===== src/rtl/sync_fifo_flags_if.sv =====
// rtl/sync_fifo_flags_if.sv - producer/consumer handshake bundle for sync_fifo_flags
//
// Purpose: groups the write, read and status signals of one FIFO instance.
// Ports (by modport):
//   master : drives wr_en, din, rd_en; observes dout, full, empty,
//            almost_full, almost_empty, count, overflow, underflow
//   slave  : the FIFO side, opposite directions
interface sync_fifo_flags_if #(
  parameter int WIDTH = 8,
  parameter int DEPTH = 16
);
  localparam int CW = $clog2(DEPTH + 1);

  logic             wr_en;
  logic [WIDTH-1:0] din;
  logic             rd_en;
  logic [WIDTH-1:0] dout;
  logic             full;
  logic             empty;
  logic             almost_full;
  logic             almost_empty;
  logic [CW-1:0]    count;
  logic             overflow;
  logic             underflow;

  modport master (
    output wr_en, din, rd_en,
    input  dout, full, empty, almost_full, almost_empty, count, overflow, underflow
  );

  modport slave (
    input  wr_en, din, rd_en,
    output dout, full, empty, almost_full, almost_empty, count, overflow, underflow
  );
endinterface


===== src/rtl/sync_fifo_flags.sv =====
// rtl/sync_fifo_flags.sv - single-clock FIFO with exact count, programmable flags and FWFT option
//
// Purpose: general-purpose same-domain buffer. Flags are registered from the
// next-state count so they always agree with count.
// Ports:
//   clk   : rising-edge clock
//   reset : asynchronous, active-high; clears pointers, count, flags, dout
//   bus   : sync_fifo_flags_if.slave (wr_en/din/rd_en in; dout, full, empty,
//           almost_full, almost_empty, count, overflow, underflow out)
module sync_fifo_flags #(
  parameter int WIDTH    = 8,
  parameter int DEPTH    = 16,
  parameter int AF_LEVEL = DEPTH - 2,
  parameter int AE_LEVEL = 2,
  parameter int FWFT     = 0
) (
  input logic              clk,
  input logic              reset,
  sync_fifo_flags_if.slave bus
);

  localparam int CW = $clog2(DEPTH + 1);
  localparam int PW = $clog2(DEPTH);

  localparam logic [CW-1:0] DEPTH_C = CW'(DEPTH);
  localparam logic [CW-1:0] AF_C    = CW'(AF_LEVEL);
  localparam logic [CW-1:0] AE_C    = CW'(AE_LEVEL);
  localparam logic [PW-1:0] LAST_C  = PW'(DEPTH - 1);

  logic [WIDTH-1:0] mem [DEPTH];

  logic [PW-1:0]    wr_ptr;
  logic [PW-1:0]    rd_ptr;
  logic [CW-1:0]    count_q;
  logic [CW-1:0]    count_nxt;
  logic             full_q;
  logic             empty_q;
  logic             af_q;
  logic             ae_q;
  logic             ov_q;
  logic             uf_q;
  logic [WIDTH-1:0] dout_q;
  logic             wr_acc;
  logic             rd_acc;

  // Depth need not be a power of two, so wrap by compare rather than overflow.
  function automatic logic [PW-1:0] ptr_inc(input logic [PW-1:0] p);
    return (p == LAST_C) ? '0 : p + 1'b1;
  endfunction

  // Acceptance uses the registered flags only: a same-cycle read never makes
  // room for a write at full, and a same-cycle write never feeds a read at empty.
  assign wr_acc = bus.wr_en && !full_q;
  assign rd_acc = bus.rd_en && !empty_q;

  always_comb begin
    count_nxt = count_q;
    if (wr_acc && !rd_acc) begin
      count_nxt = count_q + 1'b1;
    end else if (rd_acc && !wr_acc) begin
      count_nxt = count_q - 1'b1;
    end
  end

  // Storage is deliberately not reset.
  always_ff @(posedge clk) begin
    if (wr_acc) begin
      mem[wr_ptr] <= bus.din;
    end
  end

  always_ff @(posedge clk or posedge reset) begin
    if (reset) begin
      wr_ptr  <= '0;
      rd_ptr  <= '0;
      count_q <= '0;
      full_q  <= 1'b0;
      empty_q <= 1'b1;
      af_q    <= (AF_LEVEL == 0);
      ae_q    <= 1'b1;
      ov_q    <= 1'b0;
      uf_q    <= 1'b0;
      dout_q  <= '0;
    end else begin
      if (wr_acc) begin
        wr_ptr <= ptr_inc(wr_ptr);
      end
      if (rd_acc) begin
        rd_ptr <= ptr_inc(rd_ptr);
      end
      count_q <= count_nxt;
      full_q  <= (count_nxt == DEPTH_C);
      empty_q <= (count_nxt == '0);
      af_q    <= (count_nxt >= AF_C);
      ae_q    <= (count_nxt <= AE_C);
      ov_q    <= bus.wr_en && full_q;
      uf_q    <= bus.rd_en && empty_q;
      if (FWFT == 0 && rd_acc) begin
        dout_q <= mem[rd_ptr];
      end
    end
  end

  // FWFT shows the head word directly; it is forced to zero while empty so the
  // output matches the reset value instead of exposing unwritten storage.
  assign bus.dout         = (FWFT != 0) ? (empty_q ? '0 : mem[rd_ptr]) : dout_q;
  assign bus.full         = full_q;
  assign bus.empty        = empty_q;
  assign bus.almost_full  = af_q;
  assign bus.almost_empty = ae_q;
  assign bus.count        = count_q;
  assign bus.overflow     = ov_q;
  assign bus.underflow    = uf_q;

endmodule


===== src/flat_wrapper.sv =====
// flat-port wrapper written by rule: the top's interface ports become plain ports
module sync_fifo_flags_flat 
#(
  parameter int WIDTH    = 8,
  parameter int DEPTH    = 16,
  parameter int AF_LEVEL = DEPTH - 2,
  parameter int AE_LEVEL = 2,
  parameter int FWFT     = 0
)
  (clk, reset, bus_wr_en, bus_din, bus_rd_en, bus_dout, bus_full, bus_empty, bus_almost_full, bus_almost_empty, bus_count, bus_overflow, bus_underflow);
  sync_fifo_flags_if #(.WIDTH(WIDTH), .DEPTH(DEPTH)) bus_i ();
  input logic clk;
  input logic reset;
  input wire logic [$bits(bus_i.wr_en)-1:0] bus_wr_en;
  input wire logic [$bits(bus_i.din)-1:0] bus_din;
  input wire logic [$bits(bus_i.rd_en)-1:0] bus_rd_en;
  output wire logic [$bits(bus_i.dout)-1:0] bus_dout;
  output wire logic [$bits(bus_i.full)-1:0] bus_full;
  output wire logic [$bits(bus_i.empty)-1:0] bus_empty;
  output wire logic [$bits(bus_i.almost_full)-1:0] bus_almost_full;
  output wire logic [$bits(bus_i.almost_empty)-1:0] bus_almost_empty;
  output wire logic [$bits(bus_i.count)-1:0] bus_count;
  output wire logic [$bits(bus_i.overflow)-1:0] bus_overflow;
  output wire logic [$bits(bus_i.underflow)-1:0] bus_underflow;
  assign bus_i.wr_en = bus_wr_en;
  assign bus_i.din = bus_din;
  assign bus_i.rd_en = bus_rd_en;
  assign bus_dout = bus_i.dout;
  assign bus_full = bus_i.full;
  assign bus_empty = bus_i.empty;
  assign bus_almost_full = bus_i.almost_full;
  assign bus_almost_empty = bus_i.almost_empty;
  assign bus_count = bus_i.count;
  assign bus_overflow = bus_i.overflow;
  assign bus_underflow = bus_i.underflow;
  sync_fifo_flags #(.WIDTH(WIDTH), .DEPTH(DEPTH), .AF_LEVEL(AF_LEVEL), .AE_LEVEL(AE_LEVEL), .FWFT(FWFT)) u_core (.clk(clk), .reset(reset), .bus(bus_i));
endmodule

===== config.mk =====
export PLATFORM = sky130hd
export DESIGN_NAME = sync_fifo_flags_flat
export DESIGN_NICKNAME = d
export VERILOG_FILES = /design/src/rtl/sync_fifo_flags_if.sv /design/src/rtl/sync_fifo_flags.sv /design/src/flat_wrapper.sv
export SDC_FILE = /design/constraint.sdc
export NUM_CORES = 1
export LEC_CHECK = 0
export BUFFER_PORTS_ARGS = -buffer_cell sky130_fd_sc_hd__buf_4
export CAP_MARGIN = 20
export CORE_MARGIN = 2
export CORE_UTILIZATION = 60
export DETAILED_ROUTE_END_ITERATION = 7
export PLACE_DENSITY_LB_ADDON = 0.2
export SYNTH_ARGS = -nofsm -noshare
export SYNTH_HDL_FRONTEND = slang
export SYNTH_SLANG_ARGS = --single-unit

===== constraint.sdc =====
create_clock -name clk -period 2 [get_ports clk]
set_clock_uncertainty 0.1 [all_clocks]
set_input_delay 0.1 -clock clk [delete_from_list [all_inputs] [get_ports clk]]
set_output_delay 0.1 -clock clk [all_outputs]
set_load 0.05 [all_outputs]

==> flow_summary.yaml <==
critical_path:
  critical_path.max_fanout: 8
  start_kind: "register"
  critical_path_arrival_ns: 2.11
  cells_along_the_critical_path: "nand2b_2, nor3b_1, and2_1, buf_4"
  worst-endpoint-required_ns: 2.15
  r2r-start: "u_core.bus.full"
  cpMaxStageDelayCell: "sky130_fd_sc_hd__nor3b_1"
  timing.critical_path.max_delay_family: "simple AND/OR/NAND/NOR gates"
  timing.setup.critical_path_class: "register to register"
  worstSetupEndpointType: "register"
  combined_buffer_and_inverter_count_along_the_critical_path: 1
  slowest_delay_ns: 0.50
  worst_setup_path_startpoint: "u_core.bus.full"
  crit_path_cell_count: 4
  worstRegToRegCells: 4
clocking:
  cts_inserted_buffers: 17
  htree_levels: 4
  worst_case_clock_buffer_depth: 2
  cts.sink_count: 155
  tritoncts: "built"
  clock_tree.root_cell: "sky130_fd_sc_hd__clkbuf_8"
  postCtsSetupRepairBufs: 0
  clock_latency_ns: 0.54
  clkTransAtPathRegs_ns: 0.07
floorplan:
  die_width_um: 107.2
  chipHeight_um: 107.2
  top_level_ports: 31
  die_area_um2: 11490
  floorplan.rows: 37
  effective_utilization_at_floorplan: 0.6191
  placeableCoreArea_um2: 10320
synth:
  ys_seq_area_frac: 0.7075
  synth.top_cells.by_area: "sky130_fd_sc_hd__edfxtp_1 (60%), sky130_fd_sc_hd__mux2i_1 (10%), sky130_fd_sc_hd__dfrtp_1 (9.8%)"
  leading_cell_type_by_number_of_instances_after_synthesis: "sky130_fd_sc_hd__edfxtp_1"
  synth_async_sr_flop_share: 0.1742
  synth_edf_count: 128
  synth-warning-count: 0
  synth_largest_type_area_fraction: 0.6014
  synthAdderAreaFrac: 0.01370
  synth_simple_gate_area_frac: 0.08653
  synthesized_netlist_net_count: 440
  yosys.area_share.xor_xnor: 0.004111
  synth_ff_type: "sky130_fd_sc_hd__edfxtp_1"
  synthesis.area_per_instance_um2: 15.18
  synth.mux.area_fraction: 0.1002
  syn_inst: 421
  synth_common_cells: "sky130_fd_sc_hd__edfxtp_1 (128), sky130_fd_sc_hd__mux2i_1 (64), sky130_fd_sc_hd__nand2_1 (26)"
  synth_compound_area_frac: 0.06421
  netlist-cell-type-count: 41
  combinational_family_with_the_most_area_after_synthesis: "multiplexers"
  ys_ff_latch: 155
  mappedNetlistArea_um2: 6391
  synth_largest_area_cell: "sky130_fd_sc_hd__edfxtp_1"
detailed_routing:
  vias_per_cell: 5.970
  finalWirelength_um: 13030
  drc_errors_left: 0
  avgRoutedWirePerCell_um: 20.75
  ant_nets: 0
  drt_iter0_markers: 383
  route.vias.total: 3749
  drt_pass1_iterations: 6
timing:
  rsz0062_at_grt: "yes"
  max_slew_margin: 0.5558
  final_report_hold_violation_count: 0
  setup_total_negative_slack_ns: 0
  timing.fmax_ghz: 0.5100
  worst-slew-pin-transition_ns: 0.6656
  setup_viol_count_final: 0
  maxSlewViolCount: 0
  post-route-period-util: 0.9803
  finalWorstPathRequiredPeriod_ns: 1.961
global_route:
  grt_first_pass_wirelength_um: 19980
  antenna_found_initial: 0
  grt_start_max_net_pins: 33
  grt_pass1_vias: 3559
  globalRoute.totalOverflow: 0
  track_usage: 0.2439
placement:
  port_buffers: 30
  numPlacedInstances: 585
  detailedPlacementHpwl_um: 8664
  place_congestion: 0.8271
finish:
  antenna_diode_instance_count: 0
  design.final.nets: 498
  drive_above_1_share: 0.2154
  areaGrowthSynthToFinish_pct: 18.34
  finalNonFillerCells: 628
run:
  max-cap-violations: 0
power:
  report.power.total_uw: 11160
  power_density_nw_per_um2: 1475
  vdd_ir_drop_max_uv: 864.4
  p_leak_uw: 0.002812
min_path:
  timing.hold.worst.class: "input port to asynchronous set/reset pin"
status:
  outcome: "completed"
==> report_power, final <==
| group | internal (uW) | switching, uW | total, uW |
|---|---|---|---|
| logic | 1490 | 2400 | 3880 |
| clock network | 1570 | 1340 | 2910 |
| registers | 4010 | 352 | 4360 |
==> worst paths after layout <==
check	endpoint	slack (ns)
max in group asynchronous	u_core.bus.empty	1.42
worst min-delay path	u_core.bus.overflow	0.08
worst max register to register	u_core.mem[8][2]	0.04
worst min register to register	u_core.bus.dout[6]	0.42
min in group clk	u_core.bus.underflow	0.25
worst max-delay path	u_core.mem[8][2]	0.04
==> cell type report <==
type,count,area (um^2)
Timing Repair Buffer,63,550.5
Clock buffer,17,414.1
Fill cell,631,2760
Sequential cell,155,4531
Multi-Input combinational cell,235,1740
Tap cell,136,170.2
Clock inverter,15,131.4
Inverter,7,26.28
==> placed cells by master (no fill, tap or decap), types with 2 or more instances in the layout <==
master and instances:
sky130_fd_sc_hd__nor2b_1 4, sky130_fd_sc_hd__xnor2_1 3, sky130_fd_sc_hd__ha_1 7, sky130_fd_sc_hd__dfrtp_1 20, sky130_fd_sc_hd__dfstp_2 2, sky130_fd_sc_hd__nand3_1 21, sky130_fd_sc_hd__inv_1 7, sky130_fd_sc_hd__clkinv_4 6
sky130_fd_sc_hd__nand4_1 10, sky130_fd_sc_hd__mux2i_1 64, sky130_fd_sc_hd__buf_4 48, sky130_fd_sc_hd__or3_1 2, sky130_fd_sc_hd__a31o_2 2, sky130_fd_sc_hd__inv_6 6, sky130_fd_sc_hd__buf_12 4, sky130_fd_sc_hd__and3_1 2
sky130_fd_sc_hd__dfrtp_2 4, sky130_fd_sc_hd__nor2_1 3, sky130_fd_sc_hd__dlygate4sd3_1 11, sky130_fd_sc_hd__edfxtp_1 128, sky130_fd_sc_hd__and2_2 2, sky130_fd_sc_hd__nor3_1 5, sky130_fd_sc_hd__a21oi_1 13, sky130_fd_sc_hd__a22o_1 8
sky130_fd_sc_hd__nand2b_2 2, sky130_fd_sc_hd__nand2_1 26, sky130_fd_sc_hd__and2_1 19, sky130_fd_sc_hd__a311oi_1 2, sky130_fd_sc_hd__nor2_2 3, sky130_fd_sc_hd__a22oi_1 16, sky130_fd_sc_hd__o21ai_0 8, sky130_fd_sc_hd__clkbuf_16 16
sky130_fd_sc_hd__clkinvlp_4 2
==> stage by stage <==
| stage | util | cell area [um^2] | hold WS (ns) | setup WS [ns] |
|---|---|---|---|---|
| floorplan | - | 6399 | 0.05095 | 0.0007473 |
| global placement | 0.6669 | 6885 | 0.08679 | 0.03232 |
| detailed placement | 0.6669 | 6885 | 0.09080 | -0.03659 |
| CTS | 0.7312 | 7548 | 0.07596 | 0.007587 |
| global route | 0.7326 | 7564 | 0.1141 | -0.03524 |
| finish | 0.7326 | 7564 | 0.07890 | 0.03935 |
==> worst reg2reg max path, cell delays in order (launching register included) <==
cell and delay (ns):
sky130_fd_sc_hd__dfrtp_2 0.43, sky130_fd_sc_hd__nand2b_2 0.25, sky130_fd_sc_hd__nor3b_1 0.50, sky130_fd_sc_hd__and2_1 0.21
sky130_fd_sc_hd__buf_4 0.18
==> cell families (layout without fill, tap and decap cells) <==
kind of cell	count (synthesis)	in the layout
mux	64	64
xor+xnor	3	3
flops	155	155
fa+ha+maj	7	7
simple gates	104	104
buf+inv	31	102
compound gates	57	57
==> flip-flops by register name, summed over array words and instances (netlist names) <==
register / cells
u_core.bus.empty: 1
u_core.rd_ptr: 4
u_core.bus.almost_full: 1
u_core.bus.dout: 8
u_core.bus.underflow: 1
u_core.bus.full: 1
u_core.mem: 128
u_core.bus.almost_empty: 1
u_core.wr_ptr: 4
u_core.bus.overflow: 1
u_core.bus.count: 5
==> repair_timing <==
| action | 4_1_cts | 5_1_grt |
|---|---|---|
| gates resized for setup | 4 | 4 |
| gates cloned | 0 | 0 |
| pin swaps | 0 | 1 |
| hold endpoints to repair | 161 | 0 |
| setup endpoints to repair | 23 | 6 |
| hold buffers | 11 | 0 |
==> layer usage <==
layer  vias up  GRT usage  wire length, um
met1      1860     0.3508             5741
met3        17    0.06930             1006
met2       147     0.3648             6118
li1       1725          -                -
met5         -          0                0
met4         0    0.07699              165
Note: power is estimated with default switching activity, not from simulation.
